## src/rtl/wash_seq_ctrl.sv

```systemverilog
// Wash-cycle sequencer: FILL -> WASH -> DRAIN -> N x RINSE -> SPIN, with door
// interlock, pause/resume on a frozen timer, and abort-with-drain.
module wash_seq_ctrl #(
   parameter int CNT_W   = 8,
   parameter int FILL_T  = 10,
   parameter int WASH_T  = 20,
   parameter int DRAIN_T = 8,
   parameter int RINSE_T = 6,
   parameter int SPIN_T  = 12,
   parameter int RINSE_W = 3
) (
   input  logic               clk,
   input  logic               reset,
   input  logic               start,
   input  logic               pause,
   input  logic               abort,
   input  logic               door_open,
   input  logic [RINSE_W-1:0] rinse_cnt,
   output logic [2:0]         stage,
   output logic               busy,
   output logic               paused,
   output logic               done,
   output logic               aborted,
   output logic               input_valve,
   output logic               output_drain,
   output logic               motor
);

   typedef enum logic [2:0] {
      ST_FILL  = 3'b000,
      ST_WASH  = 3'b001,
      ST_DRAIN = 3'b010,
      ST_RINSE = 3'b011,
      ST_SPIN  = 3'b100,
      ST_ABORT = 3'b101,
      ST_IDLE  = 3'b111
   } stage_e;

   // Terminal timer values; a stage of length T ends when timer == T-1.
   localparam logic [CNT_W-1:0] FILL_LAST  = CNT_W'(FILL_T - 1);
   localparam logic [CNT_W-1:0] WASH_LAST  = CNT_W'(WASH_T - 1);
   localparam logic [CNT_W-1:0] DRAIN_LAST = CNT_W'(DRAIN_T - 1);
   localparam logic [CNT_W-1:0] RINSE_LAST = CNT_W'(RINSE_T - 1);
   localparam logic [CNT_W-1:0] SPIN_LAST  = CNT_W'(SPIN_T - 1);

   // Stage register is a plain vector so illegal codes stay representable
   // and can be recovered from.
   logic [2:0]         stage_reg, stage_next;
   logic [CNT_W-1:0]   timer_reg, timer_next;
   logic [RINSE_W-1:0] rinse_left_reg, rinse_left_next;
   logic               rphase_reg, rphase_next;
   logic               done_reg, done_next;
   logic               aborted_reg, aborted_next;

   logic               running;
   logic               held;
   logic [CNT_W-1:0]   stage_last;
   logic               timer_end;

   always_ff @(posedge clk) begin
      if (reset) begin
         stage_reg      <= ST_IDLE;
         timer_reg      <= '0;
         rinse_left_reg <= '0;
         rphase_reg     <= 1'b0;
         done_reg       <= 1'b0;
         aborted_reg    <= 1'b0;
      end else begin
         stage_reg      <= stage_next;
         timer_reg      <= timer_next;
         rinse_left_reg <= rinse_left_next;
         rphase_reg     <= rphase_next;
         done_reg       <= done_next;
         aborted_reg    <= aborted_next;
      end
   end

   always_comb begin
      running    = 1'b0;
      stage_last = '0;
      case (stage_reg)
         ST_FILL:  begin running = 1'b1; stage_last = FILL_LAST;  end
         ST_WASH:  begin running = 1'b1; stage_last = WASH_LAST;  end
         ST_DRAIN: begin running = 1'b1; stage_last = DRAIN_LAST; end
         ST_RINSE: begin running = 1'b1; stage_last = RINSE_LAST; end
         ST_SPIN:  begin running = 1'b1; stage_last = SPIN_LAST;  end
         ST_ABORT: stage_last = DRAIN_LAST;
         default:  stage_last = '0;
      endcase
   end

   assign held      = pause | door_open;
   assign timer_end = (timer_reg == stage_last);

   always_comb begin
      stage_next      = stage_reg;
      timer_next      = timer_reg;
      rinse_left_next = rinse_left_reg;
      rphase_next     = rphase_reg;
      done_next       = 1'b0;
      aborted_next    = 1'b0;
      case (stage_reg)
         ST_IDLE: begin
            if (start && !door_open) begin
               stage_next      = ST_FILL;
               timer_next      = '0;
               rinse_left_next = rinse_cnt;
               rphase_next     = 1'b0;
            end
         end
         ST_FILL, ST_WASH, ST_DRAIN, ST_RINSE, ST_SPIN: begin
            if (abort) begin
               stage_next = ST_ABORT;
               timer_next = '0;
            end else if (!held) begin
               if (!timer_end) begin
                  timer_next = timer_reg + CNT_W'(1);
               end else begin
                  timer_next = '0;
                  case (stage_reg)
                     ST_FILL:  stage_next = ST_WASH;
                     ST_WASH:  stage_next = ST_DRAIN;
                     ST_DRAIN: stage_next = (rinse_left_reg != '0) ? ST_RINSE : ST_SPIN;
                     ST_RINSE: begin
                        if (!rphase_reg) begin
                           rphase_next = 1'b1;
                        end else begin
                           rphase_next     = 1'b0;
                           rinse_left_next = rinse_left_reg - RINSE_W'(1);
                           if (rinse_left_reg == RINSE_W'(1))
                              stage_next = ST_SPIN;
                        end
                     end
                     ST_SPIN: begin
                        stage_next = ST_IDLE;
                        done_next  = 1'b1;
                     end
                     default:  stage_next = ST_IDLE;
                  endcase
               end
            end
         end
         ST_ABORT: begin
            // Drain runs to completion regardless of panel inputs.
            if (timer_end) begin
               stage_next   = ST_IDLE;
               timer_next   = '0;
               aborted_next = 1'b1;
            end else begin
               timer_next = timer_reg + CNT_W'(1);
            end
         end
         default: begin
            stage_next      = ST_IDLE;
            timer_next      = '0;
            rinse_left_next = '0;
            rphase_next     = 1'b0;
         end
      endcase
   end

   assign stage   = stage_reg;
   assign busy    = (stage_reg != ST_IDLE);
   assign paused  = running & held;
   assign done    = done_reg;
   assign aborted = aborted_reg;

   always_comb begin
      input_valve  = 1'b0;
      output_drain = 1'b0;
      motor        = 1'b0;
      if (!paused) begin
         case (stage_reg)
            ST_FILL:  input_valve = 1'b1;
            ST_WASH:  motor = 1'b1;
            ST_DRAIN: output_drain = 1'b1;
            ST_RINSE: begin
               input_valve  = ~rphase_reg;
               output_drain = rphase_reg;
            end
            ST_SPIN: begin
               output_drain = 1'b1;
               motor        = 1'b1;
            end
            ST_ABORT: output_drain = 1'b1;
            default: begin
               input_valve  = 1'b0;
               output_drain = 1'b0;
               motor        = 1'b0;
            end
         endcase
      end
   end

endmodule

```

## config.mk

```make
export PLATFORM = sky130hd
export DESIGN_NAME = wash_seq_ctrl
export DESIGN_NICKNAME = d
export VERILOG_FILES = /design/src/rtl/wash_seq_ctrl.sv
export SDC_FILE = /design/constraint.sdc
export NUM_CORES = 1
export LEC_CHECK = 0
export CORE_MARGIN = 4
export CORE_UTILIZATION = 35
export CTS_BUF_LIST = sky130_fd_sc_hd__clkbuf_4 sky130_fd_sc_hd__clkbuf_8 sky130_fd_sc_hd__clkbuf_16
export DETAILED_ROUTE_END_ITERATION = 8
export SKIP_LAST_GASP = 1
export SYNTH_ARGS = -nofsm -noshare
export SYNTH_HDL_FRONTEND = slang
export SYNTH_SLANG_ARGS = --single-unit
```

## constraint.sdc

```tcl
create_clock -name clk -period 4.02 [get_ports clk]
set_input_delay 1.206 -clock clk [delete_from_list [all_inputs] [get_ports clk]]
set_output_delay 1.206 -clock clk [all_outputs]
set_load 0.01 [all_outputs]
```

[Word-level counts from Yosys, hierarchy flattened]
Index checks and enable logic that the tools add are counted.
Cells by class
  $add $sub $neg: 2
  equal/unequal tests: 20
  mux-type cells: 39
  bitwise operators: 6
  reduce and logical (&&, ||, !) cells: 14
Operator list (number)
  3-bit 2-to-1 mux: 14
  8-bit 2-to-1 mux: 4
  5-bit case mux with 5 select lines: 1
  8-bit case mux with 3 select lines: 1
  3-bit case mux with 3 select lines: 2
  1-bit 2-to-1 mux: 13
  3-bit case mux with 4 select lines: 1
  6-bit AND reduction: 2
  5-bit OR reduction: 2
  3-bit == test, second input constant: 3
  8-bit by 1-bit adder with 8-bit output, second input constant: 1
  8-bit == test: 1
  2-bit != test, second input constant: 4
  4-bit != test, second input constant: 2
  7-bit AND reduction: 1
  3-bit by 1-bit == test with 1-bit output, second input constant: 2
  3-bit by 2-bit == test with 1-bit output, second input constant: 2
  2-bit by 1-bit != test with 1-bit output, second input constant: 3
  3-bit != test, second input constant: 2
  2-bit OR reduction: 3
  1-bit inverter: 4
  1-bit case mux with 2 select lines: 2
  3-bit zero test: 1
  3-bit by 1-bit != test with 1-bit output, second input constant: 1
  other kinds (9): 9
Storage, ports and cells
  register bits: 17
  input port bits: 9

[Logic depth before layout (Yosys ltp)]
  depth after elaboration: 8
  mapped depth: 7
  gate-level depth less buffers: 7

[Least setup slack after synthesis]
No wires, ideal clock.
  path kind: input-to-output
  start: in door_open
  end: out output_drain
  arrival time: 1.822 ns
  slack: 0.992 ns
  stages: 4
  path buffers: 0
  cell sequence: nor2_1 nor2_1 nor2_1 a32o_1
Between the ends
  longest elaborated chain between the ends: 3
Ends and longest elaborated chain
  start: declaration: RTL line 17  | input logic door_open,
  1-bit OR: RTL line 92  | assign held = pause | door_open;
  1-bit AND: RTL line 164  | assign paused = running & held;
  1-bit 2-to-1 mux: RTL line 172  | if (!paused) begin
  end: declaration: RTL line 25  | output logic output_drain,
Every way passes these cells.

[Worst setup path in the final report]
Ends and elaborated chain as after synthesis.

==> summary.md <==
| Metric | Value |
|---|---|
| Share of cells above drive strength 1 | `0.0990` |
| Post-Syn Area | `0.00140 mm2` |
| Worst Path Arrival | `2730 ps` |
| Synth Area per Inst | `7.48 um2` |
| Sequential area share after synthesis | `0.243` |
| Initial antenna violation count | `0` |
| Syn Nets | `200` |
| Setup CP Type | `in -> out` |
| First-pass GRT wire length | `6000 um` |
| Die height | `71.2 um` |
| Layout area overhead | `19.0%` |
| Max-slew headroom | `0.307` |
| Most frequent cells in the layout | `22 x nor2_1, 18 x clkdlybuf4s50_1, 17 x dfxtp_1` |
| Max-Cap Viols | `0` |
| Design area | `0.00166 mm2` |
| Power, Total | `1.02 mW` |
| Number of synthesized flops with an enable pin | `0` |
| Tot GR Track Use | `0.145` |
| Final Util | `0.441` |
| Final HPWL DP | `2680 um` |
| Pin count of the biggest net entering global routing | `30` |
| Layout Nets | `216` |
| Diode count | `0` |
| PD cells | `615 mW/mm2` |
| Total leakage power | `0.655 nW` |
| Drt first pass iters | `4` |
| Outcome | `finished, final reports clean` |
| Synthesis-stage register bit count | `17` |
| TritonCTS Buffers | `3` |
| PortBufs | `18` |
| H-tree Lvls | `1` |
| CTS sink cnt | `17` |
| CP Launch Type | `primary input` |
| Commonest non-fill, non-tap cell in the layout | `nor2_1` |
| Vias per cell | `5.82` |
| Mapped Cells | `187` |
| Max reg flops | `8` |
| DP Area | `0.00162 mm2` |
| Clock-pin slew on the worst setup and hold paths | `70 ps` |
| # rows | `22` |
| Period utilisation layout | `0.979` |
| Clock latency on the worst-skew pair | `250 ps` |
| Deepest clock path buffer count | `2` |
| Final slew viol count | `0` |
| Total grt overflow | `0` |
| Initial core utilization | `0.371` |
| 1st-iter DRT viols | `111` |
| Synth cell types | `56` |
| Hold Path Class | `reg -> reg` |
| Clock Skews | `4.60 ps` |
| FFs w/ async S/R, synth | `0` |
| DIE AREA | `0.00507 mm2` |
| Ys flop type | `dfxtp_1` |
| Drt drc | `0` |
| Fin worst setup slack | `85.0 ps` |
| I/O Pins | `19` |
| CTS tree | `built` |
| Root buf cell | `clkbuf_8` |
| Via count | `1454` |
| Vias in the first global route | `1261` |
| Fin crit period | `3930 ps` |
| Dpl ws | `48.7 ps` |
| Synth Warn # | `0` |
| CP required | `2810 ps` |
| Global placement routability congestion | `0.815` |
| CP Capture Type | `output port` |
| Core region area | `0.00377 mm2` |
| Final setup viols | `0` |
| Chip Width | `71.2 um` |
| Fin. Hold Viols | `0` |
| Max VDD drop | `0.310 mV` |
| WL final | `3830 um` |
| Worst-path fanout max | `4` |
| Post-DRT Antenna Nets | `0` |
| Worst-margin pin slew | `1040 ps` |
| WL/cell | `15.3 um` |
| Achievable Freq | `254 MHz` |
where the power goes:
| group | switching (mW) | total [mW] | internal, mW |
|---|---|---|---|
| Clock | 0.0628 | 0.132 | 0.0689 |
| Combinational | 0.365 | 0.640 | 0.275 |
| Sequential | 0.0539 | 0.252 | 0.198 |
logic make-up after synthesis:
group / Yosys count / share of synthesized area
XOR/XNOR: 5 / 0.0313
flip-flops: 17 / 0.243
AND/OR/NAND/NOR: 91 / 0.340
multiplexers: 4 / 0.0295
AO/OA/AOI/OAI: 49 / 0.263
buffers and inverters: 17 / 0.0572
adder cells (fa/ha/maj): 4 / 0.0358
per-stage QoR:
stage	hold slack (ps)	setup TNS, ps	cells
6_report	511	0	250
3_3_place_gp	501	0	246
3_5_place_dp	504	0	246
4_1_cts	515	0	250
5_1_grt	570	-5.00	250
2_1_floorplan	470	0	187
worst paths after layout:
| path | end | cells after the start | slack [ps] | startpoint |
|---|---|---|---|---|
| max reg2reg | rinse_left_reg[2] | 6 | 1710 | stage[1] |
| max | output_drain | 6 | 90 | door_open |
| min reg2reg | timer_reg[1] | 2 | 510 | timer_reg[1] |
| min | timer_reg[1] | 2 | 510 | timer_reg[1] |
per-layer routing:
layer  vias up  track usage  routed length, um  part of all wire
li1        718            -                  -                 -
met1       683        0.212               1860              0.48
met2        49        0.217               1690              0.44
met3         4       0.0182                236             0.062
met4         0       0.0543                 40             0.010
met5         -            0                  0                 0
synthesized netlist by cell type, types with 2 or more instances:
library cell,instances,area share
xnor2_1,4,0.025
nor4_1,5,0.022
or3_1,2,0.0089
dfxtp_1,17,0.24
a31oi_1,2,0.0089
nor2b_1,6,0.027
a21oi_1,14,0.050
nand3_1,5,0.018
nand2b_1,6,0.027
nand4_1,3,0.013
inv_1,4,0.011
mux2i_1,3,0.021
buf_4,2,0.011
o221a_2,3,0.024
o21ai_0,5,0.018
nand2_1,16,0.043
nor3_1,8,0.029
a32oi_1,2,0.013
nor4b_1,2,0.013
nor2_1,23,0.062
clkbuf_1,8,0.021
ha_1,4,0.036
and3_1,6,0.027
and3b_1,2,0.013
a21o_1,4,0.021
final cells by class:
class / count / area, um2
fill: 383 / 2110
multi-input combinational: 153 / 981
sequential: 17 / 340
timing repair buffer: 23 / 218
tap: 48 / 60.1
clock buffer: 3 / 41.3
inverter: 5 / 18.8
clock inverter: 1 / 5.00
critical path: stages:
cell	delay [ps]
clkdlybuf4s50_1	480
nor2_2	220
nor2_1	70
nor2_1	90
a32o_1	140
clkdlybuf4s50_1	530
what timing repair did:
item / 4_1_cts / 5_1_grt
hold buffers: 0 / 0
setup endpoints to repair: 0 / 1
setup buffers: 0 / 0
resized for setup: 0 / 1
(Power assumes the default switching activity.)
